===== config.mk =====
export PLATFORM = sky130hd
export DESIGN_NAME = bullet_motion
export DESIGN_NICKNAME = d
export VERILOG_FILES = /design/src/rtl/tank_pkg.sv /design/src/rtl/bullet_motion.sv
export SDC_FILE = /design/constraint.sdc
export NUM_CORES = 1
export LEC_CHECK = 0
export ABC_AREA = 1
export CAP_MARGIN = 20
export CORE_MARGIN = 5
export CORE_UTILIZATION = 51
export DETAILED_ROUTE_END_ITERATION = 7
export PLACE_DENSITY = 0.83
export SETUP_SLACK_MARGIN = 0.1
export SYNTH_ARGS = -nofsm -noshare
export SYNTH_HDL_FRONTEND = slang
export SYNTH_SLANG_ARGS = --single-unit

===== constraint.sdc =====
create_clock -name Clk -period 2.1 [get_ports Clk]
set_clock_uncertainty 0.1 [all_clocks]
set_input_delay 0.63 -clock Clk [delete_from_list [all_inputs] [get_ports Clk]]
set_output_delay 0.63 -clock Clk [all_outputs]
set_load 0.1 [all_outputs]

===== src/rtl/tank_pkg.sv =====
// rtl/tank_pkg.sv - shared types and constants for the tank game datapath
//
// Purpose: bullet FSM state type, wall nibble bit indices and the
// coordinate, velocity and maze address widths used by bullet_motion.
// Ports: none (package).
package tank_pkg;

  localparam int COORD_W  = 10;
  localparam int VEL_W    = 4;
  localparam int MAZE_AW  = 8;
  localparam int LIFE_W   = 10;
  localparam int BOUNCE_W = 8;

  // Bit positions inside a maze wall nibble.
  localparam int WALL_TOP    = 0;
  localparam int WALL_LEFT   = 1;
  localparam int WALL_BOTTOM = 2;
  localparam int WALL_RIGHT  = 3;

  typedef enum logic [2:0] {
    S_IDLE  = 3'd0,
    S_ARMED = 3'd1,
    S_PROBE = 3'd2,
    S_FETCH = 3'd3,
    S_EVAL  = 3'd4
  } bullet_state_t;

endpackage


===== src/rtl/bullet_motion.sv =====
// rtl/bullet_motion.sv - per-bullet motion sequencer ahead of the wall checker
//
// Purpose: holds one bullet's position, velocity, lifetime and bounce count.
// Each accepted frame tick probes the candidate next position through the
// external collision checker, reads the wall nibble from maze RAM, reflects
// per axis on collision and commits the move. Retires on lifetime expiry,
// bounce limit or kill.
// Ports:
//   Clk, Reset_n             clock, asynchronous active-low reset
//   frame_tick               one pulse per video frame
//   fire, fire_x/y, fire_dx/dy  launch request, position, signed velocity
//   kill                     retire a live bullet
//   chk_x/y (out)            probe position for the checker
//   chk_addr, chk_pos (in)   maze byte address and nibble select from checker
//   chk_wall (out)           wall nibble returned to the checker
//   chk_xcol, chk_ycol (in)  per-axis collision flags from checker
//   mem_addr (out), mem_data (in)  synchronous maze RAM, 1-cycle read
//   bx, by, active, busy     committed position and status
module bullet_motion
  import tank_pkg::*;
#(
  parameter int LIFETIME   = 600,
  parameter int MAX_BOUNCE = 15
) (
  input  logic               Clk,
  input  logic               Reset_n,
  input  logic               frame_tick,
  input  logic               fire,
  input  logic [COORD_W-1:0] fire_x,
  input  logic [COORD_W-1:0] fire_y,
  input  logic [VEL_W-1:0]   fire_dx,
  input  logic [VEL_W-1:0]   fire_dy,
  input  logic               kill,
  output logic [COORD_W-1:0] chk_x,
  output logic [COORD_W-1:0] chk_y,
  input  logic [MAZE_AW-1:0] chk_addr,
  input  logic               chk_pos,
  output logic [3:0]         chk_wall,
  input  logic               chk_xcol,
  input  logic               chk_ycol,
  output logic [MAZE_AW-1:0] mem_addr,
  input  logic [7:0]         mem_data,
  output logic [COORD_W-1:0] bx,
  output logic [COORD_W-1:0] by,
  output logic               active,
  output logic               busy
);

  localparam logic [LIFE_W-1:0]   LIFE_INIT = LIFE_W'(LIFETIME);
  localparam logic [BOUNCE_W-1:0] BOUNCE_LIM = BOUNCE_W'(MAX_BOUNCE);
  localparam logic                BOUNCE_EN = (MAX_BOUNCE != 0);

  bullet_state_t       state;
  logic [VEL_W-1:0]    dx, dy;
  logic [LIFE_W-1:0]   life;
  logic [BOUNCE_W-1:0] bounce;
  logic                pos_q;
  logic [3:0]          wall_q;

  logic [3:0]          nibble;
  logic                hit;
  logic [LIFE_W-1:0]   life_nxt;
  logic [BOUNCE_W-1:0] bounce_nxt;
  logic                retire;

  // Wall nibble is combinational from RAM data during EVAL so the checker
  // sees it in the same cycle it drives xcol/ycol; otherwise hold last value.
  assign nibble   = pos_q ? mem_data[7:4] : mem_data[3:0];
  assign chk_wall = (state == S_EVAL) ? nibble : wall_q;
  assign active   = (state != S_IDLE);
  assign busy     = (state != S_IDLE);

  always_comb begin
    hit        = chk_xcol | chk_ycol;
    life_nxt   = life - LIFE_W'(1);
    bounce_nxt = bounce;
    if (hit && (bounce != {BOUNCE_W{1'b1}})) begin
      bounce_nxt = bounce + BOUNCE_W'(1);
    end
    retire = (life_nxt == '0) || (BOUNCE_EN && (bounce_nxt >= BOUNCE_LIM));
  end

  always_ff @(posedge Clk or negedge Reset_n) begin
    if (!Reset_n) begin
      state    <= S_IDLE;
      bx       <= '0;
      by       <= '0;
      dx       <= '0;
      dy       <= '0;
      life     <= '0;
      bounce   <= '0;
      chk_x    <= '0;
      chk_y    <= '0;
      mem_addr <= '0;
      pos_q    <= 1'b0;
      wall_q   <= '0;
    end else if (kill && (state != S_IDLE)) begin
      // Kill overrides any commit or tick in flight; position is left as-is.
      state <= S_IDLE;
    end else begin
      case (state)
        S_IDLE: begin
          if (fire) begin
            bx     <= fire_x;
            by     <= fire_y;
            dx     <= fire_dx;
            dy     <= fire_dy;
            life   <= LIFE_INIT;
            bounce <= '0;
            state  <= S_ARMED;
          end
        end
        S_ARMED: begin
          if (frame_tick) begin
            chk_x <= bx + {{(COORD_W-VEL_W){dx[VEL_W-1]}}, dx};
            chk_y <= by + {{(COORD_W-VEL_W){dy[VEL_W-1]}}, dy};
            state <= S_PROBE;
          end
        end
        S_PROBE: begin
          mem_addr <= chk_addr;
          pos_q    <= chk_pos;
          state    <= S_FETCH;
        end
        S_FETCH: begin
          state <= S_EVAL;
        end
        S_EVAL: begin
          wall_q <= nibble;
          if (chk_xcol) dx <= -dx;
          else          bx <= chk_x;
          if (chk_ycol) dy <= -dy;
          else          by <= chk_y;
          bounce <= bounce_nxt;
          life   <= life_nxt;
          state  <= retire ? S_IDLE : S_ARMED;
        end
        default: state <= S_IDLE;
      endcase
    end
  end

endmodule


* Yosys cells after proc, flatten, opt, wreduce, memory -nomap -nowiden
Index checks and enable logic that the tools add are counted. W data, S select, Z words.
Operators by class: order comparisons 1, reduce and logical (&&, ||, !) cells 15, muxes and demuxes 24, equality and inequality tests 12, add/sub/neg operators 6, bitwise logic cells 2
Operators by type and width (count):
- $pmux W10 S2 | 3
- $mux W10 | 5
- $mux W4 | 6
- $add A10 B10 Y10 | 2
- $mux W8 | 2
- $pmux W4 S2 | 2
- $pmux W8 S2 | 1
- $reduce_and A4 Y1 | 4
- $pmux W3 S5 | 1
- $logic_not A10 Y1 | 1
- $ne A2 B2 Y1 const B | 5
- $sub A10 B1 Y10 const B | 1
- $mux W3 | 3
- $add A8 B1 Y8 const B | 1
- $ge A8 B4 Y1 const B | 1
- $ne A8 B8 Y1 const B | 1
- $neg A4 Y4 | 2
- $eq A3 B2 Y1 const B | 2
- $ne A3 B3 Y1 const B | 2
- $reduce_and A3 Y1 | 2
- $reduce_and A2 Y1 | 2
- $eq A3 B1 Y1 const B | 1
- $eq A3 B3 Y1 const B | 1
- $logic_not A3 Y1 | 1
- 7 further kinds | 8
Storage, ports and cells: output and inout bits 54, logic and storage cells 72, bits in registers 82, bits of input ports 52

* Depth between registers and ports, before layout
Gate-level depths: netlist (run 1).
word-level depth 8, gate-level depth with buffers 13, depth with buffers taken out 13

* Worst setup path before layout (run 1)
No wires, ideal clock.
kind register to output, start point register state[2], end point output port chk_wall[0], path buffers 1, arrival time 2981 ps, stages on the path, launching flop included 5, slack -1611 ps, data required time 1370 ps, cells stage by stage dfrtp_1 inv_1 nor2_4 clkbuf_1 o21ai_0
Between the ends: word-level cells in the longest chain between the ends 2
RTL lines:
- from (decl) | RTL line bullet_motion.sv:53 | bullet_state_t state;
- from (signal assigned) | RTL line bullet_motion.sv:136 | state <= retire ? S_IDLE : S_ARMED;
- $eq A3 B3 Y1 | RTL line bullet_motion.sv:69 | assign chk_wall = (state == S_EVAL) ? nibble : wall_q;
- $mux W4
- to (decl) | RTL line bullet_motion.sv:38 | output logic [3:0] chk_wall,
Every way passes these cells.

* Final worst setup path (run 1)
start point register state[1], end point output port chk_wall[2]
The elaborated chain is that of the path after synthesis.

==> flow_metrics.tcl, run 1 <==
set metrics [dict create \
    route.met2.wl_um 10700 \
    synth_warnings 0 \
    fin_crit_ps 2460 \
    nFillCells 317 \
    cts.sinks 82 \
    yosys_register_bits 82 \
    violations "setup timing" \
    die_area_um2 11300 \
    status "finished, violations left" \
    ant_nets 0 \
    hp-class "input pin to asynchronous set/reset pin" \
    fmax_mhz 407 \
    pre_cts_ws_ps -290 \
    clk_path_buf_depth 2 \
    startpoint_type "flip-flop" \
    path_clk_slew_ps 110 \
    gr-usage-all-layers_pct 25.9 \
    maxCapViolCount 0 \
    grt_pass1_vias 4887 \
    postLayoutCoreUtil_pct 89.5 \
    m1WireLength_um 7140 \
    viasPerCell 6.65 \
    seqCellArea_um2 2100 \
    firstDrtPassIters 8 \
    via_count 5858 \
    syn_area_um2 4730 \
    clock_latency_ps 380 \
    die_w_um 106 \
    core-area_um2 9150 \
    grt_pass1_wl_um 23600 \
    finalSetupViolations 54 \
    area_growth_syn_to_layout_pct 73.0 \
    grt_max_degree 29 \
    globalRouteOverflowTotal 0 \
    finalNetCount 841 \
    drt-initial-drc-count 681 \
    multi_input_area_um2 3090 \
    portBuffers 105 \
    clockRootBuffer "clkbuf_8" \
    cts_tree "yes" \
    place.gp.congestion 0.910 \
    row_count 35 \
    routed_wirelength_um 22100 \
    ys_types 33 \
    syn_nets 671 \
    antenna_found_initial 1 \
    initial_core_util_pct 51.7 \
    dr.max_layer_used "met4" \
    crit_path_end_kind "output port" \
    path_class "flip-flop to output port" \
    die_h_um 106 \
    dr_wl_met3_um 2270 \
    cts_max_level 3 \
    ys_seq_area_share_pct 43.3 \
    r2r_cells 13 \
    syn_inst 594 \
    min_period_over_period_pct 117 \
    cp_max_fo 8 \
    syn_area_per_cell_um2 7.97 \
    max_slew_margin_pct 72.1 \
    drive_gt1_share_pct 39.3 \
    critPathArrivalTime_ps 1730 \
    hold_violations 0 \
    slew_violations 0 \
    hpwl_um 10100 \
    r2r_start "state[1]" \
    r2r_slack_ps -250 \
    rsz0062_at_grt "true" \
    drc 0 \
    r2r_end "dy[2]" \
    setup_ws_ps -357 \
    io_pins 106 \
    critPathRequiredTime_ps 1370 \
    routedWlPerCell_um 25.0 \
    worst_slew_pin_slew_ps 408 \
    cts_buffers 9 \
]
## Yosys cell counts
cell / number / area (um2)
nand2_1: 162 / 608
dfrtp_1: 82 / 2050
nor2_1: 68 / 255
inv_1: 52 / 195
o21ai_0: 35 / 175
a31oi_1: 30 / 188
ha_1: 23 / 288
nand3_1: 20 / 100
a21oi_1: 14 / 70.1
o22ai_1: 14 / 87.6
mux2_2: 13 / 146
xnor2_1: 8 / 70.1
nand4_1: 7 / 43.8
nor3_1: 7 / 35.0
xor2_1: 7 / 61.3
buf_2: 6 / 30.0
clkbuf_1: 6 / 22.5
inv_2: 5 / 18.8
nor2_2: 5 / 31.3
a21o_1: 4 / 30.0
buf_4: 4 / 30.0
nand3b_1: 4 / 30.0
o21ai_1: 3 / 15.0
o21bai_1: 3 / 22.5
a21oi_2: 2 / 17.5
fa_1: 2 / 40.0
or2_2: 2 / 12.5
a2111oi_0: 1 / 8.76
nand2_2: 1 / 6.26
nor2_4: 1 / 11.3
nor3_4: 1 / 16.3
o21a_1: 1 / 7.51
o21ai_2: 1 / 8.76
## sequential cells by signal, indices dropped and copies added, names as in the netlist
signal	cells
mem_addr	8
wall_q	4
dy	4
by	10
dx	4
chk_x	10
chk_y	10
state	3
bx	10
life	10
pos_q	1
bounce	8
## worst max-delay path by stage
stage	from	end	slack, ps	depth (start not counted)
detailed placement	mem_data[1]	chk_wall[1]	-290	5
finish	state[1]	chk_wall[2]	-360	7
global placement	mem_data[5]	chk_wall[1]	-270	5
floorplan	state[0]	busy	-210	5
CTS	state[1]	chk_wall[1]	-220	7
global route	state[1]	chk_wall[1]	-370	7
## layout by cell type (no fill, tap or decap), drive strengths merged, types with 13 or more instances in the layout
cell type,n
dfrtp,82
ha,23
nand2,163
a31oi,30
a21oi,16
nor2,74
clkbuf,18
nand3,20
o22ai,14
mux2,13
o21ai,39
inv,57
buf,118
clkdlybuf4s50,40
## metrics by stage
stage	std cells	cell area (um2)	hold WS, ps	setup TNS [ps]
2_1_floorplan	594	4890	234	-5240
3_3_place_gp	825	6840	406	-2410
3_5_place_dp	825	6840	424	-7500
4_1_cts	853	7230	95.2	-1140
5_1_grt	881	8190	93.0	-8700
6_report	881	8190	68.4	-7180
## area by class of cell
cell class              instances  share of cell area (%)
inverters                      57                    2.84
repair buffers                175                    29.6
multi-input cells             439                    37.8
clock buffers                  11                    1.73
diodes                          1                  0.0306
well taps                     111                    1.70
flip-flops and latches         82                    25.6
clock inverters                 5                   0.764
## worst max-delay path: stages (launching register included)
cell and delay, ps:
dfrtp_1 440, nor2_2 170, inv_2 100, nor2_4 140
buf_12 160, nand2_2 80, o21ai_4 80, buf_12 190
## metal layers
layer  track usage (%)  vias to the layer above
met5                 0                        -
met4              9.90                        0
met3              3.64                      199
met2              46.7                      572
met1              31.0                     2775
li1                  -                     2312
## kinds of logic after synthesis
kind of cell,after synthesis,share of synthesized area [%]
mux,13,3.09
buf+inv,73,6.26
compound gates,108,13.3
simple gates,278,24.3
fa+ha+maj,25,6.92
flops,82,43.3
xor+xnor,15,2.77
## timing repair
action	4_1_cts	5_1_grt
gates cloned	0	11
gates resized for setup	35	151
setup buffers	12	18
pin swaps	10	15
hold buffers	0	0
endpoints found under the setup margin	43	73
Power of run 1 is not shown: default switching activity piles up to over one toggle a cycle in this logic, so the estimate is an artifact.
==> run 2: changes to the inputs <==
- CTS_BUF_LIST: not set -> sky130_fd_sc_hd__clkbuf_16
- REMOVE_ABC_BUFFERS: not set -> 1
==> flow_metrics.tcl, run 2 (synthesis gave the netlist of run 1 again) <==
set metrics [dict create \
    fin_crit_ps 2420 \
    grt_max_degree 47 \
    crit_path_end_kind "output port" \
    maxCapViolCount 0 \
    core-area_um2 9150 \
    setup_ws_ps -325 \
    final.setup.tns_ps -4640 \
    layout_commonest_cell "nand2_1" \
    firstDrtPassIters 6 \
    rsz0062_at_grt "true" \
    worst_slew_pin_slew_ps 376 \
    portBuffers 105 \
    final_cell_mix "148 x nand2_1, 77 x dfrtp_1, 61 x buf_12" \
    cts.sinks 82 \
    drc 0 \
    routed_wirelength_um 18900 \
    place_area_um2 6700 \
    final_cell_area_um2 7930 \
    cp_max_fo 6 \
    violations "setup timing" \
    multi_input_area_um2 2830 \
    path_clk_slew_ps 70 \
    critPathRequiredTime_ps 1370 \
    nFillCells 373 \
    cts_buffers 9 \
    gr-usage-all-layers_pct 24.9 \
    die_w_um 106 \
    grt_pass1_wl_um 23100 \
    hold_violations 0 \
    seqCellArea_um2 2060 \
    startpoint_type "flip-flop" \
    drive_gt1_share_pct 32.8 \
    hpwl_um 9660 \
    place.gp.congestion 0.903 \
    holdBufCountCts 0 \
    max_slew_margin_pct 74.3 \
    status "finished, violations left" \
    viasPerCell 6.18 \
    row_count 35 \
    initial_core_util_pct 51.7 \
    via_count 5453 \
    place_inst 827 \
    area_growth_syn_to_layout_pct 67.5 \
    grt_pass1_vias 4974 \
    cts_max_level 3 \
    globalRouteOverflowTotal 0 \
    hp-class "input pin to asynchronous set/reset pin" \
    antenna_found_initial 0 \
    clk_path_buf_depth 2 \
    critPathArrivalTime_ps 1690 \
    min_period_over_period_pct 115 \
    ant_nets 0 \
    io_pins 106 \
    clock_latency_ps 350 \
    drt-initial-drc-count 435 \
    cts_tree "yes" \
    diodes 0 \
    clockRootBuffer "clkbuf_16" \
    hold_ws_ps 25.8 \
    die_area_um2 11300 \
    finalNetCount 843 \
    routedWlPerCell_um 21.4 \
    stdcell_count 882 \
    slew_violations 0 \
    fmax_mhz 412 \
    r2r_cells 13 \
    die_h_um 106 \
    path_class "flip-flop to output port" \
    finalSetupViolations 48 \
]
## run 2: cell count changes in the layout (fill, tap and decap cells not counted), sizes merged
| cell | change |
|---|---|
| buf | +5 |
| clkbuf | -5 |
| clkinv | +2 |
| clkinvlp | -1 |
| diode | -1 |
| inv | +1 |
## run 2: worst max-delay path, cell delays in order (launching register included)
cell,delay [ps]
dfrtp_1,400
nor2_2,170
inv_2,80
nor2_4,200
buf_6,150
nand2_4,60
o21ai_4,90
buf_12,210
## run 2: path summary, 6_finish.rpt
kind / slack [ps] / endpoint / from
worst max-delay path: -320 / chk_wall[0] / state[0]
worst min-delay path: 30 / by[8] / Reset_n
worst max register to register: -190 / life[4] / state[0]
worst min register to register: 420 / life[0] / life[0]
max in group asynchronous: 1280 / dx[3] / Reset_n
min in group Clk: 420 / life[0] / life[0]
## run 2: area by class of cell
cell class	count	share of cell area [%]
timing repair buffer	177	30.1
sequential	82	26.0
clock inverter	7	0.789
inverter	57	2.89
multi-input combinational	439	35.7
clock buffer	9	2.84
tap	111	1.75
## run 2: routing by layer
layer / GRT usage, % / vias up / wire length (um)
li1: - / 2319 / -
met1: 29.9 / 2643 / 6590
met2: 44.2 / 375 / 9500
met3: 4.31 / 116 / 1610
met4: 9.71 / 0 / 1190
met5: 0 / - / 0
## run 2: through the flow
| step | util (%) | setup slack (ps) |
|---|---|---|
| 2_1_floorplan | - | -1510 |
| 3_3_place_gp | 73.2 | -335 |
| 3_5_place_dp | 73.2 | -366 |
| 4_1_cts | 78.6 | -212 |
| 5_1_grt | 86.7 | -355 |
| 6_report | 86.7 | -325 |
## run 2: repair_timing
item                       CTS  global route
gates cloned                 0             3
resized for setup           50           126
setup endpoints to repair   13            69
pin swaps                    7            34
setup buffers               10            26
Power of run 2 is left out for the same reason.
